[config.mk]
export PLATFORM = sky130hd
export DESIGN_NAME = my_led_axil
export DESIGN_NICKNAME = d
export VERILOG_FILES = /design/src/rtl/my_led_axil.sv
export SDC_FILE = /design/constraint.sdc
export NUM_CORES = 1
export LEC_CHECK = 0
export BUFFER_PORTS_ARGS = -buffer_cell sky130_fd_sc_hd__buf_2
export CORE_ASPECT_RATIO = 1.25
export CORE_MARGIN = 2
export CORE_UTILIZATION = 30
export CTS_CLUSTER_SIZE = 8
export DETAILED_ROUTE_END_ITERATION = 10
export GPL_ROUTABILITY_DRIVEN = 0
export PLACE_DENSITY = 0.61
export SLEW_MARGIN = 30
export SYNTH_ARGS = -nofsm -noshare
export SYNTH_HDL_FRONTEND = slang
export SYNTH_SLANG_ARGS = --single-unit
[constraint.sdc]
create_clock -name s_axi_aclk -period 4.75 [get_ports s_axi_aclk]
set_input_delay 0.2375 -clock s_axi_aclk [delete_from_list [all_inputs] [get_ports s_axi_aclk]]
set_output_delay 0.2375 -clock s_axi_aclk [all_outputs]
set_load 0.05 [all_outputs]
[src/rtl/my_led_axil.sv]
// AXI4-Lite slave with four 32-bit registers; the low byte of register 0 drives the LEDs.
// Define MY_LED_INVERT_EN to drive led active-low (led = ~reg0[7:0]); readback is unaffected.
module my_led_axil #(
    parameter int C_S_AXI_DATA_WIDTH = 32,
    parameter int C_S_AXI_ADDR_WIDTH = 32
) (
    input  logic                            s_axi_aclk,
    input  logic                            s_axi_areset,
    input  logic [C_S_AXI_ADDR_WIDTH-1:0]   s_axi_awaddr,
    input  logic [2:0]                      s_axi_awprot,
    input  logic                            s_axi_awvalid,
    output logic                            s_axi_awready,
    input  logic [C_S_AXI_DATA_WIDTH-1:0]   s_axi_wdata,
    input  logic [3:0]                      s_axi_wstrb,
    input  logic                            s_axi_wvalid,
    output logic                            s_axi_wready,
    output logic [1:0]                      s_axi_bresp,
    output logic                            s_axi_bvalid,
    input  logic                            s_axi_bready,
    input  logic [C_S_AXI_ADDR_WIDTH-1:0]   s_axi_araddr,
    input  logic [2:0]                      s_axi_arprot,
    input  logic                            s_axi_arvalid,
    output logic                            s_axi_arready,
    output logic [C_S_AXI_DATA_WIDTH-1:0]   s_axi_rdata,
    output logic [1:0]                      s_axi_rresp,
    output logic                            s_axi_rvalid,
    input  logic                            s_axi_rready,
    output logic [7:0]                      led
);

    localparam int NUM_REGS = 4;

    logic                          awready_q, awready_d;
    logic                          wready_q,  wready_d;
    logic                          bvalid_q,  bvalid_d;
    logic                          arready_q, arready_d;
    logic                          rvalid_q,  rvalid_d;
    logic [C_S_AXI_DATA_WIDTH-1:0] rdata_q,   rdata_d;
    logic [C_S_AXI_DATA_WIDTH-1:0] regs_q [NUM_REGS];
    logic [C_S_AXI_DATA_WIDTH-1:0] regs_d [NUM_REGS];

    logic       wr_fire;
    logic       rd_fire;
    logic [1:0] wr_sel;
    logic [1:0] rd_sel;

    // Protection bits and the non-decoded address bits are deliberately ignored.
    logic unused_bits;
    assign unused_bits = ^{s_axi_awprot, s_axi_arprot, s_axi_awaddr, s_axi_araddr};

    assign wr_sel  = s_axi_awaddr[3:2];
    assign rd_sel  = s_axi_araddr[3:2];
    assign wr_fire = awready_q & s_axi_awvalid & wready_q & s_axi_wvalid;
    assign rd_fire = arready_q & s_axi_arvalid;

    // Byte-lane register update, applied on the edge where the write handshake completes.
    generate
        for (genvar gi = 0; gi < NUM_REGS; gi++) begin : g_reg
            for (genvar bi = 0; bi < 4; bi++) begin : g_byte
                assign regs_d[gi][8*bi +: 8] =
                    (wr_fire && (wr_sel == 2'(gi)) && s_axi_wstrb[bi])
                        ? s_axi_wdata[8*bi +: 8]
                        : regs_q[gi][8*bi +: 8];
            end
        end
    endgenerate

    // Write channel: accept address and data together, one pulse, only with no response pending.
    always_comb begin
        awready_d = 1'b0;
        wready_d  = 1'b0;
        bvalid_d  = bvalid_q;
        if (s_axi_awvalid && s_axi_wvalid && !bvalid_q && !awready_q) begin
            awready_d = 1'b1;
            wready_d  = 1'b1;
        end
        if (bvalid_q && s_axi_bready) begin
            bvalid_d = 1'b0;
        end
        if (wr_fire) begin
            bvalid_d = 1'b1;
        end
    end

    // Read channel: data is sampled at the handshake edge, so a simultaneous write is not seen.
    always_comb begin
        arready_d = 1'b0;
        rvalid_d  = rvalid_q;
        rdata_d   = rdata_q;
        if (s_axi_arvalid && !rvalid_q && !arready_q) begin
            arready_d = 1'b1;
        end
        if (rvalid_q && s_axi_rready) begin
            rvalid_d = 1'b0;
        end
        if (rd_fire) begin
            rvalid_d = 1'b1;
            rdata_d  = regs_q[rd_sel];
        end
    end

    always_ff @(posedge s_axi_aclk or posedge s_axi_areset) begin
        if (s_axi_areset) begin
            awready_q <= 1'b0;
            wready_q  <= 1'b0;
            bvalid_q  <= 1'b0;
            arready_q <= 1'b0;
            rvalid_q  <= 1'b0;
            rdata_q   <= '0;
            for (int i = 0; i < NUM_REGS; i++) begin
                regs_q[i] <= '0;
            end
        end else begin
            awready_q <= awready_d;
            wready_q  <= wready_d;
            bvalid_q  <= bvalid_d;
            arready_q <= arready_d;
            rvalid_q  <= rvalid_d;
            rdata_q   <= rdata_d;
            for (int i = 0; i < NUM_REGS; i++) begin
                regs_q[i] <= regs_d[i];
            end
        end
    end

    assign s_axi_awready = awready_q;
    assign s_axi_wready  = wready_q;
    assign s_axi_bvalid  = bvalid_q;
    assign s_axi_bresp   = 2'b00;
    assign s_axi_arready = arready_q;
    assign s_axi_rvalid  = rvalid_q;
    assign s_axi_rdata   = rdata_q;
    assign s_axi_rresp   = 2'b00;

`ifdef MY_LED_INVERT_EN
    assign led = ~regs_q[0][7:0];
`else
    assign led = regs_q[0][7:0];
`endif

endmodule

==> results of run 1 <==
-- Yosys cell counts --
cell type,instances,area share [%]
mux2_2,128,20
conb_1,1,0.053
nor3b_1,1,0.11
mux2i_1,64,9.0
o21ai_0,2,0.14
buf_2,10,0.70
buf_6,1,0.16
and4bb_2,1,0.18
inv_1,3,0.16
dfrtp_1,164,58
nand3b_1,5,0.53
nand3_1,6,0.42
nor2_4,16,2.5
o221ai_1,32,3.9
nand3_4,1,0.25
or2_1,1,0.088
buf_4,14,1.5
nand2_1,33,1.7
clkbuf_1,7,0.37
-- worst max-delay path, cell delays in order (launching register included) --
cell and delay [ps]:
dfrtp_1 410, nand2_1 70, buf_4 410, or2_1 710, buf_4 400, o221ai_1 150
-- what timing repair did --
item | CTS | global route
hold endpoints to repair | 64 | 0
buffers inserted | 0 | 0
hold buffers | 3 | 0
-- layer usage --
| layer | track usage (%) | vias to the layer above |
|---|---|---|
| met3 | 3.34 | 22 |
| met5 | 0 | - |
| met2 | 24.9 | 106 |
| met4 | 5.58 | 2 |
| met1 | 16.3 | 2229 |
| li1 | - | 1968 |
-- layout make-up --
cell class                      count  area (µm²)  share of cell area, %
Antenna cell                        3        7.51                 0.0897
Clock buffer                       18         429                   5.13
Clock inverter                     13         124                   1.48
Inverter                            3        16.3                  0.194
Multi-Input combinational cell    294        2800                   33.5
Sequential cell                   164        4100                   49.0
Tap cell                          288         360                   4.30
Timing Repair Buffer               99         529                   6.32
-- flip-flops by register name, summed over array words and instances, names as in the netlist --
| signal | cells |
|---|---|
| led | 8 |
| regs_q | 120 |
| s_axi_arready | 1 |
| s_axi_bvalid | 1 |
| s_axi_rdata | 32 |
| s_axi_rvalid | 1 |
| s_axi_wready | 1 |
-- through the flow --
step                setup WS, ps  std cells  hold WS, ps  power [W]
global placement            2370        845          335    0.00234
finish                      2410        882         82.0    0.00364
detailed placement          2360        845          354    0.00238
floorplan                   79.2        493          334    0.00220
CTS                         2340        879         59.6    0.00369
global route                2220        881         67.8    0.00382
-- placed cells by master (no fill, tap or decap), types with 3 or more instances in the layout --
cell type	n
nand3b_1	5
inv_6	6
nand3_1	6
buf_4	5
diode_2	3
nor2_4	16
o221ai_1	32
conb_1	4
dfrtp_1	164
dlygate4sd3_1	3
buf_2	90
mux2_2	128
nand2_1	33
clkbuf_16	17
clkinv_2	3
mux2i_1	64
-- worst max path at each step --
stage / endpoint / cells after the start / from
global placement: s_axi_rdata[31] / 5 / s_axi_arready
detailed placement: s_axi_rdata[28] / 5 / s_axi_arready
floorplan: led[0] / 1 / s_axi_areset
CTS: s_axi_rdata[28] / 5 / s_axi_arready
global route: s_axi_rdata[31] / 5 / s_axi_arready
finish: s_axi_rdata[31] / 5 / s_axi_arready
-- kinds of logic after synthesis --
group / Yosys count / share of synthesized area (%)
AND/OR/NAND/NOR: 64 / 5.85
other: 1 / 0.0528
AO/OA/AOI/OAI: 34 / 4.09
flip-flops: 164 / 57.8
buffers and inverters: 35 / 2.87
multiplexers: 192 / 29.3
-- report_power, final --
group / internal, W / leakage (nW) / switching [W]
Combinational: 0.000226 / 1.58 / 0.000436
Clock: 0.000727 / 0.270 / 0.000570
Sequential: 0.00158 / 2.21 / 0.000102
==> results.cfg, run 1 <==
[run_status]
status = finished clean

[power_and_ir_drop]
total_leakage_power_nw = 4.06
p_per_area_nw_per_um2 = 435
vdd.ir_drop.worst_v = 0.000240

[worst_setup_path]
reg2reg_slack_ps = 2410
rr_worst_depth = 5
timing.rr.end = s_axi_rdata[31]
arrival_ps = 2610
reg2reg_from = s_axi_arready
start_kind = flip-flop
cp-end-kind = flip-flop
crit_required_ps = 5020
path_class = reg2reg
crit_fanout = 34

[drt]
m1WireLength_um = 6890
num_vias = 4327
avgRoutedWirePerCell_um = 18.8
wl_met3_um = 853
ant_nets = 0
wl_um = 16600
routed_via_density = 4.91
top_layer = met5
drtIter0Drc = 206
wl_met2_um = 8500
drc = 0
first_pass_iters = 4

[synth]
synth_area_um2 = 7100
syn_avg_cell_area_um2 = 14.5
synth_cell_types = 19
ys_warn_count = 0
synth_cells = 490
yosysSeqAreaShare_pct = 57.8
synth_seq_cells = 164

[die]
std_cell_rows = 62
pin_count = 162
initial_core_util_pct = 30.7
fp.dieH_um = 176
die_w_um = 142
die-area_um2 = 24900
coreArea_um2 = 23100

[clocking]
cts_tree = done
h-tree-depth = 4
numCtsBuffers = 17
clkLatencyLatePin_ps = 430
clock_path_buffers = 2
cts_resized = 0
path_clk_slew_ps = 70
cts-root-buf = clkbuf_16
clock_sinks = 164

[timing]
fin_crit_sh_pct = 49.2
slew_viol_final = 0
skew_ps = 10.4
max_slew_margin_pct = 34.9
setup_violations = 0
hold_viol_final = 0
fmax_mhz = 428
layout_min_cycle_time_ps = 2340
rsz0062_at_grt = false
worst_pin_slew_ps = 973
setup_tns_ps = 0

[placed_design]
hpwl_um = 10900
port_buffers = 91
placed_area_um2 = 7780

[final_layout]
n_fill_cell = 2255
postLayoutCellArea_um2 = 8370
fin_nets = 692
drive_gt1_share_pct = 46.2
post-route-util_pct = 36.2
syn_to_final_growth_pct = 17.9

[run]
maxCapViolations = 0

[worst_hold_path]
hp-start = s_axi_wdata[13]
holdPathStages = 2
min_to = regs_q[77]
min_path_type = in2reg

[global_routing]
antenna_found_initial = 4
grt_util_all_layers_pct = 14.0
grt_max_degree = 65
grt_pass1_wl_um = 26300
gr-total-overflow = 0
grt_pass1_vias = 4783
Note: power is estimated with default switching activity, not from simulation.
==> run 2: changes to the inputs <==
--- a/config.mk
+++ b/config.mk
@@ -12,7 +12,7 @@
 export CTS_CLUSTER_SIZE = 8
 export DETAILED_ROUTE_END_ITERATION = 10
 export GPL_ROUTABILITY_DRIVEN = 0
-export PLACE_DENSITY = 0.61
+export PLACE_DENSITY = 0.59
 export SLEW_MARGIN = 30
 export SYNTH_ARGS = -nofsm -noshare
 export SYNTH_HDL_FRONTEND = slang
==> constraint.sdc (replaced) <==
create_clock -name s_axi_aclk -period 2.15 [get_ports s_axi_aclk]
set_input_delay 0.1075 -clock s_axi_aclk [delete_from_list [all_inputs] [get_ports s_axi_aclk]]
set_output_delay 0.1075 -clock s_axi_aclk [all_outputs]
set_load 0.05 [all_outputs]
==> run 2 against run 1 <==
Utilization up 1.8 points. Largest power group unchanged. Sequential cell count unchanged. Die area unchanged. Global-route usage up 0.35 points.
==> results.cfg, run 2 (synthesized netlist as in run 1, its figures left out) <==
[power_and_ir_drop]
total_leakage_power_nw = 4.25
vdd.ir_drop.worst_v = 0.000523
p_per_area_nw_per_um2 = 915

[die]
die_w_um = 142
std_cell_rows = 62
pin_count = 162
die-area_um2 = 24900
coreArea_um2 = 23100
initial_core_util_pct = 30.7
fp.dieH_um = 176

[final_layout]
fin_nets = 735
regMostFlops = regs_q
post-route-util_pct = 38.1
largest_reg_flops = 120
multi_input_area_um2 = 2800
layout_commonest_cell = dfrtp_1
antenna_cells = 0
syn_to_final_growth_pct = 23.9
final_cell_mix = dfrtp_1, mux2_2, buf_2
n_fill_cell = 2199
final-seq-area_um2 = 4100
drive_gt1_share_pct = 44.0

[drt]
wl_um = 17100
routed_via_density = 4.87
ant_nets = 0
num_vias = 4490
avgRoutedWirePerCell_um = 18.6
drtIter0Drc = 235
drc = 0
first_pass_iters = 4

[timing]
worst_pin_slew_ps = 801
rsz0062_at_grt = false
skew_ps = 10.4
slew_viol_final = 0
hold_viol_final = 0
setup_ws_ps = 451
layout_min_cycle_time_ps = 1700
setup_violations = 0
fin_crit_sh_pct = 79.0
fmax_mhz = 588
max_slew_margin_pct = 46.5

[clocking]
cts_tree = done
cts_setup_buffers = 0
numCtsBuffers = 17
clkLatencyLatePin_ps = 420
clock_sinks = 164
path_clk_slew_ps = 60
cts-root-buf = clkbuf_16
clock_path_buffers = 2
h-tree-depth = 4

[global_routing]
grt_pass1_vias = 5043
gr-total-overflow = 0
antenna_found_initial = 0
grt_util_all_layers_pct = 14.4
grt_max_degree = 37
grt_pass1_wl_um = 27400

[worst_setup_path]
start_kind = flip-flop
crit_required_ps = 2450
path_class = reg2reg
cp-end-kind = flip-flop
crit_fanout = 8
arrival_ps = 2000

[placed_design]
post-place-ws_ps = 441
port_buffers = 91
hpwl_um = 11500

[worst_hold_path]
min_path_type = in2reg

[run_status]
status = finished clean

[run]
maxCapViolations = 0
==> run 2: metal layers <==
metal	global-route usage, %	wire, µm	up-vias	part of all wire (%)
li1	-	-	2040	-
met1	17.2	7180	2340	42
met4	4.29	263	0	1.5
met5	0	0	-	0
met3	3.61	672	19	3.9
met2	25.4	9030	91	53
==> run 2: what timing repair did <==
| item | in CTS | in global routing |
|---|---|---|
| hold endpoints to repair | 153 | 0 |
| hold buffers | 36 | 0 |
| gates resized for setup | 0 | 0 |
==> run 2: final cells by class <==
type | count | area share (%)
timing repair buffer | 142 | 11.1
sequential | 164 | 46.6
clock buffer | 23 | 5.20
multi-input combinational | 294 | 31.9
clock inverter | 8 | 0.882
tap | 288 | 4.10
inverter | 3 | 0.171
==> run 2: worst max-delay path, cell delays in order, from the launching register on <==
cell,delay (ps)
dfrtp_1,490
nand3_4,290
nor2_4,400
mux2_2,390
==> run 2: path summary, 6_finish.rpt <==
check | start | end | slack [ps] | cells past startpoint
max reg2reg | s_axi_wready | regs_q[40] | 450 | 3
max in group asynchronous | s_axi_areset | s_axi_rdata[31] | 1020 | 4
min reg2reg | s_axi_arready | s_axi_arready | 480 | 1
max | s_axi_wready | regs_q[40] | 450 | 3
min in group asynchronous | s_axi_areset | regs_q[90] | 390 | 3
min | s_axi_awvalid | s_axi_bvalid | 20 | 3
==> run 2: through the flow <==
stage / cell area (µm²) / cells / hold WS (ps) / power [W] / setup TNS, ps
after CTS: 8800 / 922 / 8.57 / 0.00816 / 0
after floorplan: 7110 / 493 / 204 / 0.00485 / -6940
after global routing: 8800 / 922 / 49.3 / 0.00843 / 0
final: 8800 / 922 / 24.6 / 0.00805 / 0
after detailed placement: 7900 / 855 / 301 / 0.00529 / 0
after global placement: 7900 / 855 / 298 / 0.00520 / 0
==> run 2: power by group <==
part           switching (W)  total (W)  internal [W]
clock network        0.00117    0.00279       0.00162
logic               0.000984    0.00154      0.000557
registers           0.000229    0.00372       0.00349
total                0.00238    0.00805       0.00566
==> run 3: changes to the inputs <==
==> constraint.sdc (replaced) <==
create_clock -name s_axi_aclk -period 1.6 [get_ports s_axi_aclk]
set_input_delay 0.08 -clock s_axi_aclk [delete_from_list [all_inputs] [get_ports s_axi_aclk]]
set_output_delay 0.08 -clock s_axi_aclk [all_outputs]
set_load 0.05 [all_outputs]
==> run 3 against run 2 <==
Via count grew 0.51%. Combinational power grew 34%. Power grew 35%. Global-route usage is essentially flat. Count of clock-buffer cells in the layout shrank 6. Largest power group unchanged.
==> results.cfg, run 3 (synthesized netlist as in run 1, its figures left out) <==
[timing]
fin_crit_sh_pct = 98.0
fmax_mhz = 638
slew_viol_final = 0
rsz0062_at_grt = false
setup_violations = 0
skew_ps = 11.3
layout_min_cycle_time_ps = 1570
setup_tns_ps = 0
hold_viol_final = 0

[worst_setup_path]
crit_fanout = 8
arrival_ps = 1870
start_kind = flip-flop
crit_required_ps = 1900
cp-end-kind = flip-flop
path_class = reg2reg
rr_worst_depth = 3

[placed_design]
dp.cells = 854
placed_area_um2 = 7920
port_buffers = 91
hpwl_um = 11400

[global_routing]
grt_pass1_wl_um = 27500
grt_util_all_layers_pct = 14.4
antenna_found_initial = 3
grt_pass1_vias = 4988
gr-total-overflow = 0
grt.met1_usage_pct = 17.8
grt_busiest_layer = met2
grt_util_met2_pct = 24.9
grt_max_degree = 74
use_met3_pct = 3.88

[power_and_ir_drop]
p_per_area_nw_per_um2 = 1230
vdd.ir_drop.worst_v = 0.000697
total_leakage_power_nw = 4.25

[run_status]
status = finished clean

[clocking]
path_clk_slew_ps = 70
clock_path_buffers = 2
clkLatencyLatePin_ps = 420
h-tree-depth = 4
cts_setup_buffers = 0
cts-root-buf = clkbuf_16
clock_sinks = 164
cts_tree = done
cts_hold_buffers = 37
cts_resized = 0
numCtsBuffers = 17

[final_layout]
drive_gt1_share_pct = 44.6
syn_to_final_growth_pct = 24.4
layout_commonest_cell = dfrtp_1
largest_reg_flops = 120
final_cell_mix = dfrtp_1, mux2_2, buf_2
stdcell_count = 923
fin_nets = 735
n_fill_cell = 2227
post-route-util_pct = 38.2
postLayoutCellArea_um2 = 8830
regMostFlops = regs_q

[drt]
num_vias = 4513
ant_nets = 0
drtIter0Drc = 141
wl_um = 17200
first_pass_iters = 4
avgRoutedWirePerCell_um = 18.7
drc = 0
routed_via_density = 4.89

[die]
coreArea_um2 = 23100
fp.dieH_um = 176
initial_core_util_pct = 30.7
die_w_um = 142
std_cell_rows = 62
pin_count = 162
die-area_um2 = 24900

[worst_hold_path]
min_path_type = in2reg
holdPathStages = 2

[run]
maxCapViolations = 0
==> run 3: layout make-up <==
cell class              count  area [µm²]  area share [%]
flip-flops and latches    164        4100            46.5
multi-input cells         294        2800            31.7
repair buffers            142        1010            11.4
clock buffers              17         425            4.82
well taps                 288         360            4.08
clock inverters            14         116            1.32
inverters                   3        15.0           0.170
diodes                      1        2.50          0.0283
==> run 3: critical path, cell delays in order (launching register included) <==
cell and delay (ps):
dfrtp_1 410, nand3_4 250, nor2_4 390, mux2_2 390
==> run 3: where the power goes <==
group | switching [W] | total, W | internal, W
clock | 0.00176 | 0.00378 | 0.00201
combinational | 0.00132 | 0.00207 | 0.000756
sequential | 0.000304 | 0.00499 | 0.00469
total | 0.00339 | 0.0108 | 0.00746
==> run 3: per-stage QoR <==
| stage | power, W | hold slack [ps] | setup slack, ps |
|---|---|---|---|
| after floorplan | 0.00652 | 176 | -565 |
| after global placement | 0.00699 | 96.3 | 66.4 |
| after detailed placement | 0.00710 | 95.0 | 37.6 |
| after CTS | 0.0110 | 53.1 | 21.3 |
| after global routing | 0.0114 | 56.2 | 2.13 |
| final | 0.0108 | 71.4 | 32.2 |
==> run 3: final timing paths <==
| path | startpoint | to | slack (ps) |
|---|---|---|---|
| worst max register to register | s_axi_wready | regs_q[17] | 30 |
| worst min register to register | s_axi_rdata[25] | s_axi_rdata[25] | 490 |
| worst max-delay path | s_axi_wready | regs_q[17] | 30 |
| min in group asynchronous | s_axi_areset | s_axi_rdata[27] | 200 |
| worst min-delay path | s_axi_awvalid | s_axi_wready | 70 |
| max in group asynchronous | s_axi_areset | regs_q[104] | 720 |
==> run 3: metal layers <==
layer / up-vias / wire length, µm
met5: - / 13
met4: 2 / 231
met3: 16 / 776
met2: 103 / 8840
met1: 2352 / 7350
li1: 2040 / -
